<file path="src/rtl/fifo_unpacker_pkg.sv">
`default_nettype none
// ============================================================================
// Module   : fifo_unpacker_pkg
// Brief    : State encoding and lane-geometry helpers for fifo_unpacker.
// Revision : 1.0 - initial release
// ============================================================================
package fifo_unpacker_pkg;

  typedef enum logic [1:0] {
    IDLE = 2'd0,
    WAIT = 2'd1,
    SEND = 2'd2
  } state_t;

  localparam int MIN_LANES = 2;

  function automatic int lane_count(input int data_width, input int out_width);
    return data_width / out_width;
  endfunction

  // Word must split into a whole number of lanes, and into at least two of them.
  function automatic bit widths_ok(input int data_width, input int out_width);
    return (out_width > 0) && (data_width % out_width == 0) &&
           (data_width / out_width >= MIN_LANES);
  endfunction

endpackage
`default_nettype wire

</file>
<file path="src/rtl/fifo_unpacker_if.sv">
`default_nettype none
// ============================================================================
// Module   : fifo_unpacker_if
// Brief    : FIFO read side plus lane stream handshake of the unpacker.
// Revision : 1.0 - initial release
// ============================================================================
interface fifo_unpacker_if #(
  parameter int DATA_WIDTH  = 32,
  parameter int OUT_WIDTH   = 8,
  parameter int COUNT_WIDTH = 16
);

  logic [DATA_WIDTH-1:0]  fifo_q;
  logic                   fifo_empty;
  logic                   fifo_read_enable;
  logic [OUT_WIDTH-1:0]   out_data;
  logic                   out_valid;
  logic                   out_ready;
  logic                   out_last;
  logic [COUNT_WIDTH-1:0] words_sent;

  modport master (
    input  fifo_q, fifo_empty, out_ready,
    output fifo_read_enable, out_data, out_valid, out_last, words_sent
  );

  modport slave (
    output fifo_q, fifo_empty, out_ready,
    input  fifo_read_enable, out_data, out_valid, out_last, words_sent
  );

endinterface
`default_nettype wire

</file>
<file path="src/rtl/fifo_unpacker.sv">
`default_nettype none
// ============================================================================
// Module   : fifo_unpacker
// Brief    : Pops FIFO words and emits them as OUT_WIDTH lanes (valid/ready).
// Revision : 1.0 - initial release
// ============================================================================
module fifo_unpacker
  import fifo_unpacker_pkg::*;
#(
  parameter int DATA_WIDTH  = 32,
  parameter int OUT_WIDTH   = 8,
  parameter int MSB_FIRST   = 1,
  parameter int COUNT_WIDTH = 16
) (
  input  wire logic        clock,
  input  wire logic        reset,
  fifo_unpacker_if.master  bus
);

  localparam int LANES  = lane_count(DATA_WIDTH, OUT_WIDTH);
  localparam int LANE_W = $clog2(LANES);
  localparam logic [LANE_W-1:0] C_LAST_LANE = LANE_W'(LANES - 1);

  generate
    if (!widths_ok(DATA_WIDTH, OUT_WIDTH)) begin : g_bad_widths
      $error("fifo_unpacker: DATA_WIDTH must be a multiple (>=2x) of OUT_WIDTH");
    end
  endgenerate

  state_t                 r_state;
  state_t                 w_next;
  logic [DATA_WIDTH-1:0]  r_hold;
  logic [LANE_W-1:0]      r_lane;
  logic [COUNT_WIDTH-1:0] r_words_sent;
  logic                   w_valid;
  logic                   w_read_enable;
  logic                   w_is_last;
  logic                   w_xfer;
  logic [OUT_WIDTH-1:0]   w_lane_data;

  generate
    if (MSB_FIRST != 0) begin : g_msb_first
      assign w_lane_data = r_hold[DATA_WIDTH - 1 - int'(r_lane) * OUT_WIDTH -: OUT_WIDTH];
    end else begin : g_lsb_first
      assign w_lane_data = r_hold[int'(r_lane) * OUT_WIDTH +: OUT_WIDTH];
    end
  endgenerate

  assign w_is_last = (r_lane == C_LAST_LANE);
  assign w_xfer    = w_valid && bus.out_ready;

  always_comb begin
    w_next        = r_state;
    w_valid       = 1'b0;
    w_read_enable = 1'b0;
    case (r_state)
      IDLE: begin
        w_read_enable = !bus.fifo_empty;
        if (!bus.fifo_empty) begin
          w_next = WAIT;
        end
      end
      WAIT: begin
        w_next = SEND;
      end
      SEND: begin
        w_valid = 1'b1;
        // Popping on the last transfer hides one cycle of FIFO read latency.
        if (w_xfer && w_is_last) begin
          if (!bus.fifo_empty) begin
            w_read_enable = 1'b1;
            w_next        = WAIT;
          end else begin
            w_next = IDLE;
          end
        end
      end
      default: begin
        w_next = IDLE;
      end
    endcase
    if (reset) begin
      w_read_enable = 1'b0;
    end
  end

  always_ff @(posedge clock) begin
    if (reset) begin
      r_state      <= IDLE;
      r_hold       <= '0;
      r_lane       <= '0;
      r_words_sent <= '0;
    end else begin
      r_state <= w_next;
      if (r_state == WAIT) begin
        r_hold <= bus.fifo_q;
        r_lane <= '0;
      end
      if (w_xfer) begin
        if (w_is_last) begin
          r_words_sent <= r_words_sent + COUNT_WIDTH'(1);
        end else begin
          r_lane <= r_lane + LANE_W'(1);
        end
      end
    end
  end

  assign bus.fifo_read_enable = w_read_enable;
  assign bus.out_valid        = w_valid;
  assign bus.out_last         = w_valid && w_is_last;
  assign bus.out_data         = w_valid ? w_lane_data : '0;
  assign bus.words_sent       = r_words_sent;

endmodule
`default_nettype wire

</file>
<file path="src/flat_wrapper.sv">
// flat-port wrapper written by rule: the top's interface ports become plain ports
module fifo_unpacker_flat import fifo_unpacker_pkg::*;
#(
  parameter int DATA_WIDTH  = 32,
  parameter int OUT_WIDTH   = 8,
  parameter int MSB_FIRST   = 1,
  parameter int COUNT_WIDTH = 16
)
  (clock, reset, bus_fifo_q, bus_fifo_empty, bus_out_ready, bus_fifo_read_enable, bus_out_data, bus_out_valid, bus_out_last, bus_words_sent);
  fifo_unpacker_if #(.DATA_WIDTH(DATA_WIDTH), .OUT_WIDTH(OUT_WIDTH), .COUNT_WIDTH(COUNT_WIDTH)) bus_i ();
  input  wire logic clock;
  input  wire logic reset;
  input wire logic [$bits(bus_i.fifo_q)-1:0] bus_fifo_q;
  input wire logic [$bits(bus_i.fifo_empty)-1:0] bus_fifo_empty;
  input wire logic [$bits(bus_i.out_ready)-1:0] bus_out_ready;
  output wire logic [$bits(bus_i.fifo_read_enable)-1:0] bus_fifo_read_enable;
  output wire logic [$bits(bus_i.out_data)-1:0] bus_out_data;
  output wire logic [$bits(bus_i.out_valid)-1:0] bus_out_valid;
  output wire logic [$bits(bus_i.out_last)-1:0] bus_out_last;
  output wire logic [$bits(bus_i.words_sent)-1:0] bus_words_sent;
  assign bus_i.fifo_q = bus_fifo_q;
  assign bus_i.fifo_empty = bus_fifo_empty;
  assign bus_i.out_ready = bus_out_ready;
  assign bus_fifo_read_enable = bus_i.fifo_read_enable;
  assign bus_out_data = bus_i.out_data;
  assign bus_out_valid = bus_i.out_valid;
  assign bus_out_last = bus_i.out_last;
  assign bus_words_sent = bus_i.words_sent;
  fifo_unpacker #(.DATA_WIDTH(DATA_WIDTH), .OUT_WIDTH(OUT_WIDTH), .MSB_FIRST(MSB_FIRST), .COUNT_WIDTH(COUNT_WIDTH)) u_core (.clock(clock), .reset(reset), .bus(bus_i));
endmodule
</file>
<file path="config.mk">
export PLATFORM = sky130hd
export DESIGN_NAME = fifo_unpacker_flat
export DESIGN_NICKNAME = d
export VERILOG_FILES = /design/src/rtl/fifo_unpacker_pkg.sv /design/src/rtl/fifo_unpacker_if.sv /design/src/rtl/fifo_unpacker.sv /design/src/flat_wrapper.sv
export SDC_FILE = /design/constraint.sdc
export NUM_CORES = 1
export LEC_CHECK = 0
export BUFFER_PORTS_ARGS = -buffer_cell sky130_fd_sc_hd__buf_2
export CAP_MARGIN = 20
export CORE_MARGIN = 2
export CORE_UTILIZATION = 51
export CTS_CLUSTER_DIAMETER = 80
export DETAILED_ROUTE_END_ITERATION = 16
export PLACE_DENSITY = 0.82
export SLEW_MARGIN = 20
export SYNTH_ARGS = -nofsm -noshare
export SYNTH_HDL_FRONTEND = slang
export SYNTH_SLANG_ARGS = --single-unit
</file>
<file path="constraint.sdc">
create_clock -name clock -period 2.55 [get_ports clock]
set_clock_uncertainty 0.2 [all_clocks]
set_input_delay 0.51 -clock clock [delete_from_list [all_inputs] [get_ports clock]]
set_output_delay 0.51 -clock clock [all_outputs]
set_load 0.005 [all_outputs]
</file>
==> run metrics <==
number of global-route vias before repair 1873; power after layout 0.001557 W; number of endpoints failing setup at the final stage 0; portion of the post-synthesis area used by sequential elements 0.4579; number of clock buffers inserted by TritonCTS 5; list of cells traversed by the critical path buf_4, mux4_2, nor2b_1, buf_2; largest fanout of any net on the critical path 8; number of clock sinks between 50 and 60; effective utilization at floorplan 0.5258; Hold Buf Count CTS 0; Worst Path Buf+Inv 2; CTS H-Tree Depth 2; Antenna diodes 0; post-route ant nets 0; relative max-transition margin 0.6100; Hold/Removal Path Class in2reg; Vias/cell ~5.4; Nets 360; maximum vdd ir drop roughly 0.00038 V; leakage power about 1.1 nW; detail-routed net length per standard cell about 13 um; clk buf depth 2; data required time of the critical path between 1500 and 2000 ps; core area around 0.0043 sq mm; Sequential Area 0.001044 sq mm; number of register bits inferred by synthesis 52; drt total wl a little under 5000 um; setup repair after global routing missed its margin false; clock tree from TritonCTS built; post-synth top area share 0.4579; time the final worst path needs with I/O delays and setup between 2000 and 2500 ps; Crit Path Category reg2out; Ys Warns 0; power density of the placed cells roughly 570 mW/mm^2; delay of the slowest cell on the worst path between 500 and 600 ps; number of pins exceeding their max-slew limit in the final report 0; layout cell share with drive strength beyond 1 0.2724; Syn Area/Cell 8.515 sq um; cell count after synthesis roughly 270; kind of cell adding the most delay to the critical path multiplexers; Crit. End Element output port; slowest stage cell on the critical path sky130_fd_sc_hd__mux4_2; hold violation count in the final report 0; count of unresolved DRC violations after routing 0; die area between 0.005 and 0.006 sq mm; Detail Placement HPWL 3423 um; final design utilization 0.6360; number of unique standard cell types used by synthesis 33; Critical Path Source Type register; std cell rows 24; clock input transition at the sequential cells of the worst setup and hold paths approximately 100 ps; total via count in the routed design roughly 2000; status completed; horizontal die dimension about 71 um; all-layer global routing usage 0.2033; number of I/O pins 63; dominant cell type by area after synthesis sky130_fd_sc_hd__dfxtp_1; Port-buffer cells 62; Worst-Margin Slew a little under 600 ps; total standard cell area after synthesis roughly 0.0023 sq mm; global placement routability congestion between 0.7 and 0.8; initial drt markers ~120; largest net degree at the start of global routing 53; worst skew pair latency around 300 ps; wire length of the first global-routing pass around 8200 um; final-layout setup total negative slack 0 ps; syn nets 305; fill cell count 386; height of the die just over 70 um; max_cap viols 0; first-pass iteration count of the detailed router 4; remaining global-route overflow 0; Final period util 0.9415; multi-input combinational cell area roughly 0.0011 sq mm; CTS Root Buffer Type sky130_fd_sc_hd__clkbuf_8; Critical Path AT approximately 1700 ps; synth-to-layout area growth 20.97%; maximum clock frequency between 400 and 500 MHz; initial antenna violation count 0; leading cell types by total area after synthesis sky130_fd_sc_hd__dfxtp_1 (46%), sky130_fd_sc_hd__nand2_1 (11%), sky130_fd_sc_hd__a21oi_1 (9.0%)
-- registers in the layout, indices dropped and copies added, names as in the netlist --
| name | cells |
|---|---|
| u_core.r_hold | 32 |
| u_core.bus.words_sent | 16 |
| u_core.r_lane | 2 |
| u_core.r_state | 2 |
-- kinds of logic (layout without fill, tap and decap cells) --
group           count (synthesis)  after routing  share of synthesized area
simple gates                  117            117                     0.2444
compound gates                 56             56                     0.1315
flops                          52             52                     0.4579
buf+inv                        24             80                    0.04458
mux                             9              9                    0.08365
xor+xnor                        7              7                    0.02697
fa+ha+maj                       2              2                    0.01101
-- cells in the final DEF (no fill, tap or decap) --
cell type / synthesis / layout
sky130_fd_sc_hd__nand2_1: 69 / 69
sky130_fd_sc_hd__clkinvlp_4: 0 / 1
sky130_fd_sc_hd__a2111oi_1: 0 / 1
sky130_fd_sc_hd__xor2_1: 5 / 5
sky130_fd_sc_hd__and3_1: 1 / 1
sky130_fd_sc_hd__nand3_1: 5 / 5
sky130_fd_sc_hd__ha_1: 2 / 2
sky130_fd_sc_hd__xnor2_1: 2 / 2
sky130_fd_sc_hd__a22oi_1: 2 / 2
sky130_fd_sc_hd__bufinv_16: 0 / 1
sky130_fd_sc_hd__and4_1: 2 / 2
sky130_fd_sc_hd__a21oi_1: 41 / 41
sky130_fd_sc_hd__and4b_1: 1 / 1
sky130_fd_sc_hd__nor2b_2: 0 / 1
sky130_fd_sc_hd__dfxtp_2: 0 / 2
sky130_fd_sc_hd__a2111oi_0: 2 / 1
sky130_fd_sc_hd__o31ai_1: 1 / 1
sky130_fd_sc_hd__dfxtp_1: 52 / 50
sky130_fd_sc_hd__a21o_1: 1 / 1
sky130_fd_sc_hd__mux2i_1: 1 / 1
sky130_fd_sc_hd__nand4_1: 4 / 4
sky130_fd_sc_hd__and2_1: 1 / 1
sky130_fd_sc_hd__or4_1: 1 / 1
sky130_fd_sc_hd__a31oi_1: 1 / 1
sky130_fd_sc_hd__clkinv_2: 0 / 1
sky130_fd_sc_hd__clkbuf_8: 0 / 5
sky130_fd_sc_hd__buf_4: 1 / 4
sky130_fd_sc_hd__buf_12: 0 / 2
sky130_fd_sc_hd__mux4_2: 8 / 8
sky130_fd_sc_hd__nor4b_1: 1 / 1
sky130_fd_sc_hd__nand4_4: 1 / 1
sky130_fd_sc_hd__buf_2: 0 / 62
sky130_fd_sc_hd__nor2_1: 11 / 11
sky130_fd_sc_hd__or3_1: 7 / 7
sky130_fd_sc_hd__nand2b_1: 2 / 2
sky130_fd_sc_hd__nand3b_1: 2 / 2
sky130_fd_sc_hd__inv_1: 4 / 4
sky130_fd_sc_hd__o21ai_0: 8 / 8
sky130_fd_sc_hd__nor2b_1: 9 / 8
-- area by class of cell --
type | count | area share
tap | 52 | 0.02366
clock buffer | 5 | 0.02502
multi-input combinational | 191 | 0.4126
clock inverter | 3 | 0.01547
sequential | 52 | 0.3794
timing repair buffer | 68 | 0.1383
inverter | 4 | 0.005460
-- metrics by stage --
stage	worst slack (ps)	hold WS [ps]	cell area, sq um	instances
detailed placement	352.0	249.9	2635	367
floorplan	435.3	233.1	2273	267
CTS	7.036	202.0	2746	375
global placement	390.1	240.9	2635	367
finish	149.1	203.2	2750	375
global route	57.56	193.6	2750	375
-- synthesized netlist by cell type, drive strengths merged --
| master | instances |
|---|---|
| a2111oi | 2 |
| xnor2 | 2 |
| nand2 | 69 |
| a31oi | 1 |
| nand3b | 2 |
| o21ai | 8 |
| nor4b | 1 |
| and2 | 1 |
| and3 | 1 |
| xor2 | 5 |
| clkbuf | 16 |
| nor2 | 11 |
| a21o | 1 |
| nand2b | 2 |
| or4 | 1 |
| nor2b | 9 |
| and4b | 1 |
| nand4 | 5 |
| mux2i | 1 |
| inv | 4 |
| o31ai | 1 |
| nand3 | 5 |
| or3 | 7 |
| ha | 2 |
| buf | 4 |
| and4 | 2 |
| dfxtp | 52 |
| a21oi | 41 |
| mux4 | 8 |
| a22oi | 2 |
-- where the power goes --
group | switching (W) | total (W) | internal, W
logic | 0.0000726 | 0.000139 | 0.0000664
clock network | 0.000268 | 0.000558 | 0.000291
registers | 0.0000195 | 0.000859 | 0.000840
total | 0.000360 | 0.00156 | 0.00120
-- per-layer routing --
layer,GRT usage,up-vias,wire (um)
met5,0,-,0
met4,0.05660,0,56
met3,0.03704,7,249
met2,0.3468,59,2320
met1,0.2660,924,2229
li1,-,1017,-
-- what timing repair did --
item,in CTS,in global routing
endpoints found under the setup margin,0,7
gates resized for setup,0,3
setup buffers,0,0
-- path summary, 6_finish.rpt --
check                          from  slack (ps)                        end  cells past startpoint
setup / recovery   u_core.r_lane[1]         150            bus_out_data[5]                      4
hold / removal       bus_fifo_empty         200          u_core.r_state[0]                      2
setup reg to reg   u_core.r_lane[0]         430  u_core.bus.words_sent[14]                      5
hold reg to reg   u_core.r_hold[19]         260          u_core.r_hold[19]                      2
(Power assumes the default switching activity.)
